==> config.mk <==
export PLATFORM = sky130hd
export DESIGN_NAME = ex_muldiv
export DESIGN_NICKNAME = d
export VERILOG_FILES = /design/src/rtl/ex_muldiv_pkg.sv /design/src/rtl/div_core.sv /design/src/rtl/ex_muldiv.sv
export SDC_FILE = /design/constraint.sdc
export NUM_CORES = 2
export LEC_CHECK = 0
export CORE_MARGIN = 8
export CORE_UTILIZATION = 30
export DETAILED_ROUTE_END_ITERATION = 7
export PLACE_DENSITY = 0.57
export SLEW_MARGIN = 30
export SYNTH_ARGS = -nofsm -noshare
export SYNTH_HDL_FRONTEND = slang
export SYNTH_HIERARCHICAL = 1
export SYNTH_SLANG_ARGS = --single-unit
==> constraint.sdc <==
create_clock -name clk -period 6.7 [get_ports clk]
set_clock_uncertainty 0.05 [all_clocks]
set_input_delay 1.005 -clock clk [delete_from_list [all_inputs] [get_ports clk]]
set_output_delay 1.005 -clock clk [all_outputs]
set_load 0.02 [all_outputs]
==> src/rtl/ex_muldiv_pkg.sv <==
// Shared RV32M definitions: funct3/funct7 encodings, FSM state type and
// small decode helpers used by the multiply/divide unit.
package ex_muldiv_pkg;

    localparam logic [6:0] FUNCT7_MULDIV = 7'b0000001;

    localparam logic [2:0] F3_MUL    = 3'b000;
    localparam logic [2:0] F3_MULH   = 3'b001;
    localparam logic [2:0] F3_MULHSU = 3'b010;
    localparam logic [2:0] F3_MULHU  = 3'b011;
    localparam logic [2:0] F3_DIV    = 3'b100;
    localparam logic [2:0] F3_DIVU   = 3'b101;
    localparam logic [2:0] F3_REM    = 3'b110;
    localparam logic [2:0] F3_REMU   = 3'b111;

    typedef enum logic [1:0] {
        IDLE = 2'd0,
        CALC = 2'd1,
        DONE = 2'd2
    } state_t;

    function automatic logic is_muldiv(input logic [6:0] funct7);
        return funct7 == FUNCT7_MULDIV;
    endfunction

    function automatic logic op1_signed(input logic [2:0] f3);
        case (f3)
            F3_MULH, F3_MULHSU, F3_DIV, F3_REM: return 1'b1;
            F3_MUL, F3_MULHU, F3_DIVU, F3_REMU: return 1'b0;
            default:                            return 1'b0;
        endcase
    endfunction

    function automatic logic op2_signed(input logic [2:0] f3);
        case (f3)
            F3_MULH, F3_DIV, F3_REM: return 1'b1;
            default:                 return 1'b0;
        endcase
    endfunction

endpackage

==> src/rtl/div_core.sv <==
// Restoring unsigned divider retiring STEP quotient bits per step.
// Exposes the post-step values so the caller can capture the final result.
module div_core #(
    parameter int XLEN = 32,
    parameter int STEP = 1
) (
    input  logic            clk,
    input  logic            rst,
    input  logic            load,
    input  logic            step,
    input  logic [XLEN-1:0] dividend,
    input  logic [XLEN-1:0] divisor,
    output logic [XLEN-1:0] quotient_next,
    output logic [XLEN-1:0] remainder_next
);

    logic [XLEN-1:0] quo_reg;
    logic [XLEN-1:0] rem_reg;
    logic [XLEN:0]   trial;
    logic [XLEN:0]   diff;

    always_ff @(posedge clk or posedge rst) begin
        if (rst) begin
            quo_reg <= '0;
            rem_reg <= '0;
        end else if (load) begin
            quo_reg <= dividend;
            rem_reg <= '0;
        end else if (step) begin
            quo_reg <= quotient_next;
            rem_reg <= remainder_next;
        end
    end

    // Dividend bits shift out of the quotient register into the partial
    // remainder; diff[XLEN] set means the trial subtraction borrowed.
    always_comb begin
        quotient_next  = quo_reg;
        remainder_next = rem_reg;
        trial          = '0;
        diff           = '0;
        for (int i = 0; i < STEP; i++) begin
            trial = {remainder_next, quotient_next[XLEN-1]};
            diff  = trial - {1'b0, divisor};
            if (diff[XLEN]) begin
                remainder_next = trial[XLEN-1:0];
            end else begin
                remainder_next = diff[XLEN-1:0];
            end
            quotient_next = {quotient_next[XLEN-2:0], ~diff[XLEN]};
        end
    end

endmodule

==> src/rtl/ex_muldiv.sv <==
// RV32M execute unit: FSM, operand sign handling and multiplier, with the
// iterative divide delegated to div_core.
module ex_muldiv
    import ex_muldiv_pkg::*;
#(
    parameter int XLEN     = 32,
    parameter int STEP     = 1,
    parameter int MUL_ITER = 0
) (
    input  logic            clk,
    input  logic            rst,
    input  logic            start_i,
    input  logic [2:0]      funct3_i,
    input  logic [XLEN-1:0] op1_i,
    input  logic [XLEN-1:0] op2_i,
    input  logic [4:0]      rd_addr_i,
    input  logic            flush_i,
    output logic [XLEN-1:0] result_o,
    output logic [4:0]      rd_addr_o,
    output logic            rd_wen_o,
    output logic            busy_o,
    output logic            hold_flag_o
);

    localparam int ITERS = XLEN / STEP;
    localparam int CNT_W = $clog2(ITERS + 1);
    localparam logic [CNT_W-1:0] CNT_LAST = CNT_W'(ITERS - 1);

    state_t            state_reg, state_next;
    logic [2:0]        funct3_reg;
    logic [4:0]        rd_pend_reg, rd_addr_reg;
    logic [XLEN-1:0]   abs2_reg, result_reg, result_next;
    logic              neg_reg;
    logic [CNT_W-1:0]  cnt_reg;

    logic              neg1_i, neg2_i, neg_i, div_zero_i, div_ovf_i, fast_i;
    logic [XLEN-1:0]   abs1_i, abs2_i;
    logic              accept, calc_last, load_result;
    logic [2:0]        sel_funct3;
    logic              sel_neg;
    logic [XLEN-1:0]   quo_next, rem_next, div_mag, div_signed;
    logic [2*XLEN-1:0] mul_prod, mul_signed;

    // Operand decode: everything downstream works on magnitudes.
    always_comb begin
        neg1_i     = op1_signed(funct3_i) & op1_i[XLEN-1];
        neg2_i     = op2_signed(funct3_i) & op2_i[XLEN-1];
        abs1_i     = neg1_i ? -op1_i : op1_i;
        abs2_i     = neg2_i ? -op2_i : op2_i;
        neg_i      = (funct3_i[2] & funct3_i[1]) ? neg1_i : (neg1_i ^ neg2_i);
        div_zero_i = funct3_i[2] && (op2_i == '0);
        div_ovf_i  = ((funct3_i == F3_DIV) || (funct3_i == F3_REM)) &&
                     (op1_i == {1'b1, {(XLEN-1){1'b0}}}) && (&op2_i);
        fast_i     = funct3_i[2] ? (div_zero_i | div_ovf_i) : (MUL_ITER == 0);
    end

    assign accept      = start_i && !flush_i && ((state_reg == IDLE) || (state_reg == DONE));
    assign calc_last   = (state_reg == CALC) && (cnt_reg == CNT_LAST) && !flush_i;
    assign load_result = (accept && fast_i) || calc_last;

    always_ff @(posedge clk or posedge rst) begin
        if (rst) begin
            state_reg <= IDLE;
        end else begin
            state_reg <= state_next;
        end
    end

    always_comb begin
        state_next = state_reg;
        case (state_reg)
            IDLE:    if (start_i) state_next = fast_i ? DONE : CALC;
            CALC:    if (cnt_reg == CNT_LAST) state_next = DONE;
            DONE:    state_next = start_i ? (fast_i ? DONE : CALC) : IDLE;
            default: state_next = IDLE;
        endcase
        if (flush_i) begin
            state_next = IDLE;
        end
    end

    always_comb begin
        busy_o      = (state_reg != IDLE);
        rd_wen_o    = (state_reg == DONE) && !flush_i;
        hold_flag_o = !rst && ((start_i && (state_reg == IDLE)) ||
                               (state_reg == CALC) ||
                               (start_i && (state_reg == DONE) && (state_next == CALC)));
    end

    div_core #(
        .XLEN (XLEN),
        .STEP (STEP)
    ) u_div_core (
        .clk            (clk),
        .rst            (rst),
        .load           (accept),
        .step           (state_reg == CALC),
        .dividend       (abs1_i),
        .divisor        (abs2_reg),
        .quotient_next  (quo_next),
        .remainder_next (rem_next)
    );

    generate
        if (MUL_ITER == 0) begin : g_mul_comb
            assign mul_prod = {{XLEN{1'b0}}, abs1_i} * {{XLEN{1'b0}}, abs2_i};
        end else begin : g_mul_iter
            logic [XLEN-1:0]   mcand_reg;
            logic [2*XLEN-1:0] acc_reg, acc_step;
            logic [XLEN:0]     hi_sum;

            always_ff @(posedge clk or posedge rst) begin
                if (rst) begin
                    mcand_reg <= '0;
                    acc_reg   <= '0;
                end else if (accept) begin
                    mcand_reg <= abs1_i;
                    acc_reg   <= {{XLEN{1'b0}}, abs2_i};
                end else if (state_reg == CALC) begin
                    acc_reg <= acc_step;
                end
            end

            // Multiplier sits in the low half and is consumed LSB first as
            // the partial product shifts down into its place.
            always_comb begin
                acc_step = acc_reg;
                hi_sum   = '0;
                for (int i = 0; i < STEP; i++) begin
                    hi_sum   = {1'b0, acc_step[2*XLEN-1:XLEN]} +
                               (acc_step[0] ? {1'b0, mcand_reg} : '0);
                    acc_step = {hi_sum, acc_step[XLEN-1:1]};
                end
            end

            assign mul_prod = acc_step;
        end
    endgenerate

    // Single-cycle ops format from the live inputs, multicycle ones from
    // the values latched at accept.
    always_comb begin
        sel_funct3  = accept ? funct3_i : funct3_reg;
        sel_neg     = accept ? neg_i : neg_reg;
        mul_signed  = sel_neg ? -mul_prod : mul_prod;
        div_mag     = sel_funct3[1] ? rem_next : quo_next;
        div_signed  = sel_neg ? -div_mag : div_mag;
        result_next = result_reg;
        if (accept && div_zero_i) begin
            result_next = funct3_i[1] ? op1_i : '1;
        end else if (accept && div_ovf_i) begin
            result_next = funct3_i[1] ? '0 : op1_i;
        end else if (sel_funct3[2]) begin
            result_next = div_signed;
        end else if (sel_funct3 == F3_MUL) begin
            result_next = mul_signed[XLEN-1:0];
        end else begin
            result_next = mul_signed[2*XLEN-1:XLEN];
        end
    end

    always_ff @(posedge clk or posedge rst) begin
        if (rst) begin
            funct3_reg  <= '0;
            rd_pend_reg <= '0;
            abs2_reg    <= '0;
            neg_reg     <= 1'b0;
            cnt_reg     <= '0;
            result_reg  <= '0;
            rd_addr_reg <= '0;
        end else begin
            if (accept) begin
                funct3_reg  <= funct3_i;
                rd_pend_reg <= rd_addr_i;
                abs2_reg    <= abs2_i;
                neg_reg     <= neg_i;
                cnt_reg     <= '0;
            end else if (state_reg == CALC) begin
                cnt_reg <= cnt_reg + CNT_W'(1);
            end
            if (load_result) begin
                result_reg  <= result_next;
                rd_addr_reg <= accept ? rd_addr_i : rd_pend_reg;
            end
        end
    end

    assign result_o  = result_reg;
    assign rd_addr_o = rd_addr_reg;

endmodule

==> Word-level counts from Yosys, hierarchy flattened <==
Memories as Yosys holds them, arrays and structs flattened.
Cells that the tools add are included.
{ "op_classes": {"bitwise_logic": 6, "n_mul": 1, "mux": 30, "reduce_logical": 29, "addsub": 6, "n_eq_ne": 8} }
{ "ops": {"columns": ["op", "n"], "rows": [
  ["2-to-1 mux 32 bit", 15],
  ["negation 32 bit", 3],
  ["multiplier 32 x 32 -> 64 bit", 1],
  ["2-to-1 mux 64 bit", 1],
  ["negation 64 bit", 1],
  ["subtractor 33 x 32 -> 33 bit", 1],
  ["equality test 32 bit (second input constant)", 1],
  ["logical NOT 32 bit", 1],
  ["AND reduction 32 bit", 1],
  ["logical AND 1 bit", 15],
  ["2-to-1 mux 6 bit", 2],
  ["2-to-1 mux 2 bit", 5],
  ["adder 6 x 1 -> 6 bit (second input constant)", 1],
  ["equality test 3 bit (second input constant)", 2],
  ["equality test 6 x 5 -> 1 bit (second input constant)", 1],
  ["case mux 2 bit (3 select lines)", 1],
  ["logical OR 1 bit", 5],
  ["2-to-1 mux 5 bit", 1],
  ["equality test 2 x 1 -> 1 bit (second input constant)", 2],
  ["2-to-1 mux 1 bit", 4],
  ["nonzero test 2 bit", 2],
  ["AND 1 bit", 3],
  ["equality test 3 x 1 -> 1 bit (second input constant)", 1],
  ["logical NOT 3 bit", 1],
  ["other kinds (8)", 9]
]} }
{ "word_totals": {"in_bits": 76, "output_inout_bits": 40, "reg_bits": 150, "romBits": 8, "memories": 1} }
{ "mem_list": {"columns": ["memory", "depth", "word_bits", "read_ports", "rd_ports_with_merged_regs", "write_ports", "line", "source"], "rows": [
  ["(no name shown)", 8, 1, 1, 0, 0, "ex_muldiv_pkg.sv:27", "case (f3)"]
]} }

==> Depth between registers and ports, before layout <==
{ "depth": {"depth_word": 14, "mapped_depth": 46, "ltp_nobuf": 39} }

==> By module <==
Netlist, hierarchy kept.
{ "modules_own_cells": {"columns": ["module", "area_each_um2", "n_inst", "cells_each"], "rows": [
  ["ex_muldiv", 42341.9, 1, 5181],
  ["div_core", 5385.2, 1, 668]
]} }

==> Least setup slack after synthesis <==
No wires, ideal clock.
{ "synth_path": {"path_type": "input to register", "startpoint": "input funct3_i[1]", "endpoint": "register result_reg[30] (netlist: result_o[30])", "path_buffers": 6, "slack_ns": -4.416, "stages": 43, "arrival_time_ns": 10.935, "setup_ns": 0.132, "cell_sequence": "clkbuf_1 inv_1 clkbuf_1 ha_1 nor2_1 nand2_1 o21ai_0 nand2b_1 clkbuf_1 clkbuf_1 nor2_1 xor2_1 clkbuf_1 nand2_1 fa_1 inv_1 fa_1 fa_1 [7 not listed] fa_1 inv_1 fa_1 inv_1 ha_1 buf_2 nand2_1 nor2_1 a221oi_2 and3_1 o22ai_1 a211o_1 or4b_4 nor4_4 nand4_2 o41ai_2 xnor2_1 o211ai_2"} }
{ "synth_via": {"elab_chain_len": 12, "word_cells_on_any_way": 36, "cone_classes": "2 x add/sub; 1 x mul; 3 x eq/ne; 16 x mux; 5 x bitwise; 8 x reduce/logical; 1 x memory"} }
{ "synth_rtl": {"columns": ["item", "line", "source"], "rows": [
  ["start: declaration", "ex_muldiv.sv:13", "input logic [2:0] funct3_i,"],
  ["equality test 3 bit or equality test 3 x 1 -> 1 bit (tied branches)", "ex_muldiv_pkg.sv:35, ex_muldiv.sv:52", null],
  ["OR reduction 3 bit", "ex_muldiv_pkg.sv:35", "case (f3)"],
  ["2-to-1 mux 1 bit", "ex_muldiv_pkg.sv:35", null],
  ["AND 1 bit", "ex_muldiv.sv:47", "neg2_i = op2_signed(funct3_i) & op2_i[XLEN-1];"],
  ["2-to-1 mux 32 bit or bitwise XOR 1 bit (tied branches)", "ex_muldiv.sv:49, ex_muldiv.sv:50", null],
  ["multiplier 32 x 32 -> 64 bit or 2-to-1 mux 1 bit (tied branches)", "ex_muldiv.sv:106, ex_muldiv.sv:50", null],
  ["negation 64 bit or 2-to-1 mux 1 bit (tied branches)", null, null],
  ["2-to-1 mux 64 bit", "ex_muldiv.sv:145", "mul_signed = sel_neg ? -mul_prod : mul_prod;"],
  ["2-to-1 mux 32 bit", "ex_muldiv.sv:155", "end else if (sel_funct3 == F3_MUL) begin"],
  ["2-to-1 mux 32 bit", "ex_muldiv.sv:153", "end else if (sel_funct3[2]) begin"],
  ["2-to-1 mux 32 bit", "ex_muldiv.sv:151", "end else if (accept && div_ovf_i) begin"],
  ["2-to-1 mux 32 bit", "ex_muldiv.sv:149", "if (accept && div_zero_i) begin"],
  ["end signal: assignment", "ex_muldiv.sv:182", "result_reg <= result_next;"],
  ["end: declaration", "ex_muldiv.sv:32", "logic [XLEN-1:0] abs2_reg, result_reg, result_next;"]
]} }
Several ways; a longest one is shown, not always the timed one.
A chain may end at the register's enable or synchronous reset.

==> Worst setup path in the final report <==
{ "layout_path": {"startpoint": "input op2_i[20]", "endpoint": "register result_reg[27] (netlist: result_o[27])"} }
{ "layout_via": {"elab_chain_len": 9, "word_cells_on_any_way": 19, "cone_classes": "2 x add/sub; 1 x mul; 7 x mux; 1 x bitwise; 8 x reduce/logical"} }
{ "layout_rtl": {"columns": ["item", "line", "source"], "rows": [
  ["start: declaration", "ex_muldiv.sv:15", "input logic [XLEN-1:0] op2_i,"],
  ["negation 32 bit", "ex_muldiv.sv:49", "abs2_i = neg2_i ? -op2_i : op2_i;"],
  ["2-to-1 mux 32 bit", "ex_muldiv.sv:49", null],
  ["multiplier 32 x 32 -> 64 bit", "ex_muldiv.sv:106", "assign mul_prod = {{XLEN{1'b0}}, abs1_i} * {{XLEN{1'b0}}, abs2_i};"],
  ["negation 64 bit", "ex_muldiv.sv:145", null],
  ["2-to-1 mux 64 bit", "ex_muldiv.sv:145", null],
  ["2-to-1 mux 32 bit", "ex_muldiv.sv:155", null],
  ["2-to-1 mux 32 bit", "ex_muldiv.sv:153", null],
  ["2-to-1 mux 32 bit", "ex_muldiv.sv:151", null],
  ["2-to-1 mux 32 bit", "ex_muldiv.sv:149", null]
]} }
Several ways; a longest one is shown, not always the timed one.

==> results.sh <==
export IMPL_outcome="finished, violations left"
export IMPL_failed_checks="negative setup slack"
export IMPL_end_kind="register"
export IMPL_min_period_over_period_pct=157
export IMPL_start_util_pct=30.2
export IMPL_hp_class="reg2reg"
export IMPL_cts_sinks=150
export IMPL_gp_congestion=0.966
export IMPL_synth_nets=7126
export IMPL_die_y_um=415
export IMPL_cts_made_buffers=17
export IMPL_worst_slew_pin_transition_ps=931
export IMPL_synth_edff_count=0
export IMPL_max_slew_margin_pct=37.9
export IMPL_synth_ff_type="dfrtp_1"
export IMPL_grt_antenna_before_repair=16
export IMPL_avgSynthCellArea_um2=8.16
export IMPL_synth_seq_area_share_pct=7.86
export IMPL_hold_ws_ps=424
export IMPL_dp_cells=8737
export IMPL_start_kind="primary input"
export IMPL_h_tree_depth=4
export IMPL_grt_start_max_net_pins=76
export IMPL_setup_ws_ps=-3820
export IMPL_cpPeakStageDelay_ps=590
export IMPL_max_freq_mhz=95.0
export IMPL_drtPass1Iterations=6
export IMPL_path_max_fanout=7
export IMPL_postSynth_asyncResetShare_pct=100
export IMPL_drive_gt1_share_pct=26.5
export IMPL_yosysMostFrequentCell="inv_1"
export IMPL_cpMaxStageDelayCell="or4_4"
export IMPL_cts_tree="yes"
export IMPL_core_um2=158000
export IMPL_cp_data_required_time_ps=7050
export IMPL_path_clk_slew_ps=80
export IMPL_grt_pass1_wl_um=308000
export IMPL_drv_slew=0
export IMPL_final_antenna_net_count=0
export IMPL_clk_latency_ps=460
export IMPL_yosysUniqueCellTypes=108
export IMPL_worstSetupPathType="in2reg"
export IMPL_cts_root_buf="clkbuf_16"
export IMPL_ys_warnings_count=6
export IMPL_area_delta_synth_final_pct=35.3
export IMPL_crit_arrival_ps=10870
export IMPL_drcViolationCount=0
export IMPL_num_rows=146
export IMPL_hold_viol=0
export IMPL_hpwl_um=178000
export IMPL_ys_seq_elements=150
export IMPL_clockBufferDepth=2
export IMPL_finalSetupViolCount=32
export IMPL_netlist_top_cells_area="fa_1 (38%), ha_1 (8.0%), inv_1 (7.9%), dfrtp_1 (7.9%), nand2_1 (6.7%)"
export IMPL_synth_common_cells="inv_1 (1005), fa_1 (897), nand2_1 (851)"
export IMPL_gr_usage_all_layers_pct=23.5
export IMPL_ios=116
export IMPL_syn_inst=5849
export IMPL_synth_top_area_share_pct=37.6
export IMPL_syn_area_um2=47700
export IMPL_wl_um=207000
export IMPL_final_cells=8932
export IMPL_port_buffers=115
export IMPL_yosys_area_top_type="fa_1"
export IMPL_via_per_inst=5.09
export IMPL_nets=8106
export IMPL_grt_ovfl_total=0
export IMPL_grt_pass1_vias=47577
export IMPL_rsz0062_at_grt="true"
export IMPL_die_w_um=415
export IMPL_fin_crit_ps=10520
export IMPL_post_drt_wl_per_cell_um=23.1
export IMPL_dieArea_um2=172000
export IMPL_cts_hold_buf=0
export IMPL_dr_total_vias=45504
export IMPL_final_area_um2=64600
export IMPL_drt_iter0_drc=3592
export IMPL_maxCapViolCount=0
export IMPL_cpMostUsedCell="fa_1"
export IMPL_placed_area_um2=60400
[metal layers]
metal / up-vias / GRT usage [%] / routed length [um]
met4: 0 / 10.8 / 11500
met1: 23289 / 30.2 / 84300
met3: 305 / 2.77 / 12000
met5: - / 0 / 0
li1: 20388 / - / -
met2: 1522 / 39.6 / 98800
[logic make-up after synthesis]
family,Yosys count,synth area share [%]
and+or+nand+nor,2036,18.4
buffers and inverters,1347,11.0
DFF,150,7.86
muxes,83,1.76
adders and majority gates,1201,45.6
xor gates and xnor gates,213,3.92
AOI/OAI and AO/OA,819,11.4
[layout by cell type (no fill, tap or decap), types with 18 or more instances in the layout]
cell type and count:
xor2_2 26, a21oi_1 137, o21a_1 18, clkdlybuf4s50_1 88, a311oi_1 18, xnor2_2 36
nand4_1 48, inv_1 965, mux2i_1 69, inv_2 27, o21ai_1 31, diode_2 18
buf_4 996, xor2_1 56, nand3_1 55, fa_1 873, nand2_2 23, dfrtp_1 150
nor2_1 689, o211ai_1 29, fa_2 24, nor3_1 54, xnor2_1 80, o21ai_0 171
buf_12 105, a21o_1 43, o21ai_2 30, or3_1 24, buf_6 65, ha_4 31
nor2_2 35, nand2b_1 22, nor2_4 19, and3_1 18, nand2_1 832, and2_1 31
a31oi_1 24, ha_1 266, a21oi_2 46
[layout make-up]
| class | instances | area [um^2] |
|---|---|---|
| fill | 16032 | 93600 |
| multi-input combinational | 4352 | 42000 |
| timing repair buffer | 1292 | 11700 |
| inverter | 1016 | 3870 |
| sequential | 150 | 3750 |
| tap | 2072 | 2590 |
| clock buffer | 17 | 425 |
| clock inverter | 15 | 181 |
| antenna | 18 | 45.0 |
[worst max-delay path, delay by kind of cell]
family / cells / cell delay (ps)
adders and majority gates: 9 / 4260
and+or+nand+nor: 13 / 3230
buffers and inverters: 11 / 1590
AOI/OAI and AO/OA: 3 / 640
xor gates and xnor gates: 1 / 140
[path summary, 6_finish.rpt]
kind / startpoint / to / slack (ps) / cells after the start
min in group asynchronous: rst / state_reg[1]$_DFF_PP0_ / 880 / 2
max reg2reg: u_div_core/quo_reg[31]$_DFFE_PP0P_ / result_o[28]$_DFFE_PP0P_ / -160 / 28
max: op2_i[20] / result_o[27]$_DFFE_PP0P_ / -3820 / 37
max in group asynchronous: rst / abs2_reg[16]$_DFFE_PP0P_ / 4690 / 3
min: rd_pend_reg[0]$_DFF_PP0_ / rd_pend_reg[0]$_DFF_PP0_ / 420 / 2
min reg2reg: rd_pend_reg[0]$_DFF_PP0_ / rd_pend_reg[0]$_DFF_PP0_ / 420 / 2
[per-stage QoR]
stage | setup slack, ps | utilization, % | TNS (ps)
after detailed placement | -4890 | 38.2 | -147980
after global placement | -5030 | 38.2 | -148720
after global routing | -4100 | 40.8 | -124820
final | -3820 | 40.8 | -116140
after floorplan | -3390 | - | -101290
after CTS | -3750 | 40.2 | -113950
[timing repair]
action | in CTS | in global routing
pin swaps | 157 | 87
setup endpoints to repair | 32 | 32
gates cloned | 4 | 0
resized for setup | 366 | 141
buffers inserted | 95 | 48
Power is left out: the tool's default activity adds up to more than one toggle a clock period on the data nets, which glitch-free logic cannot reach.
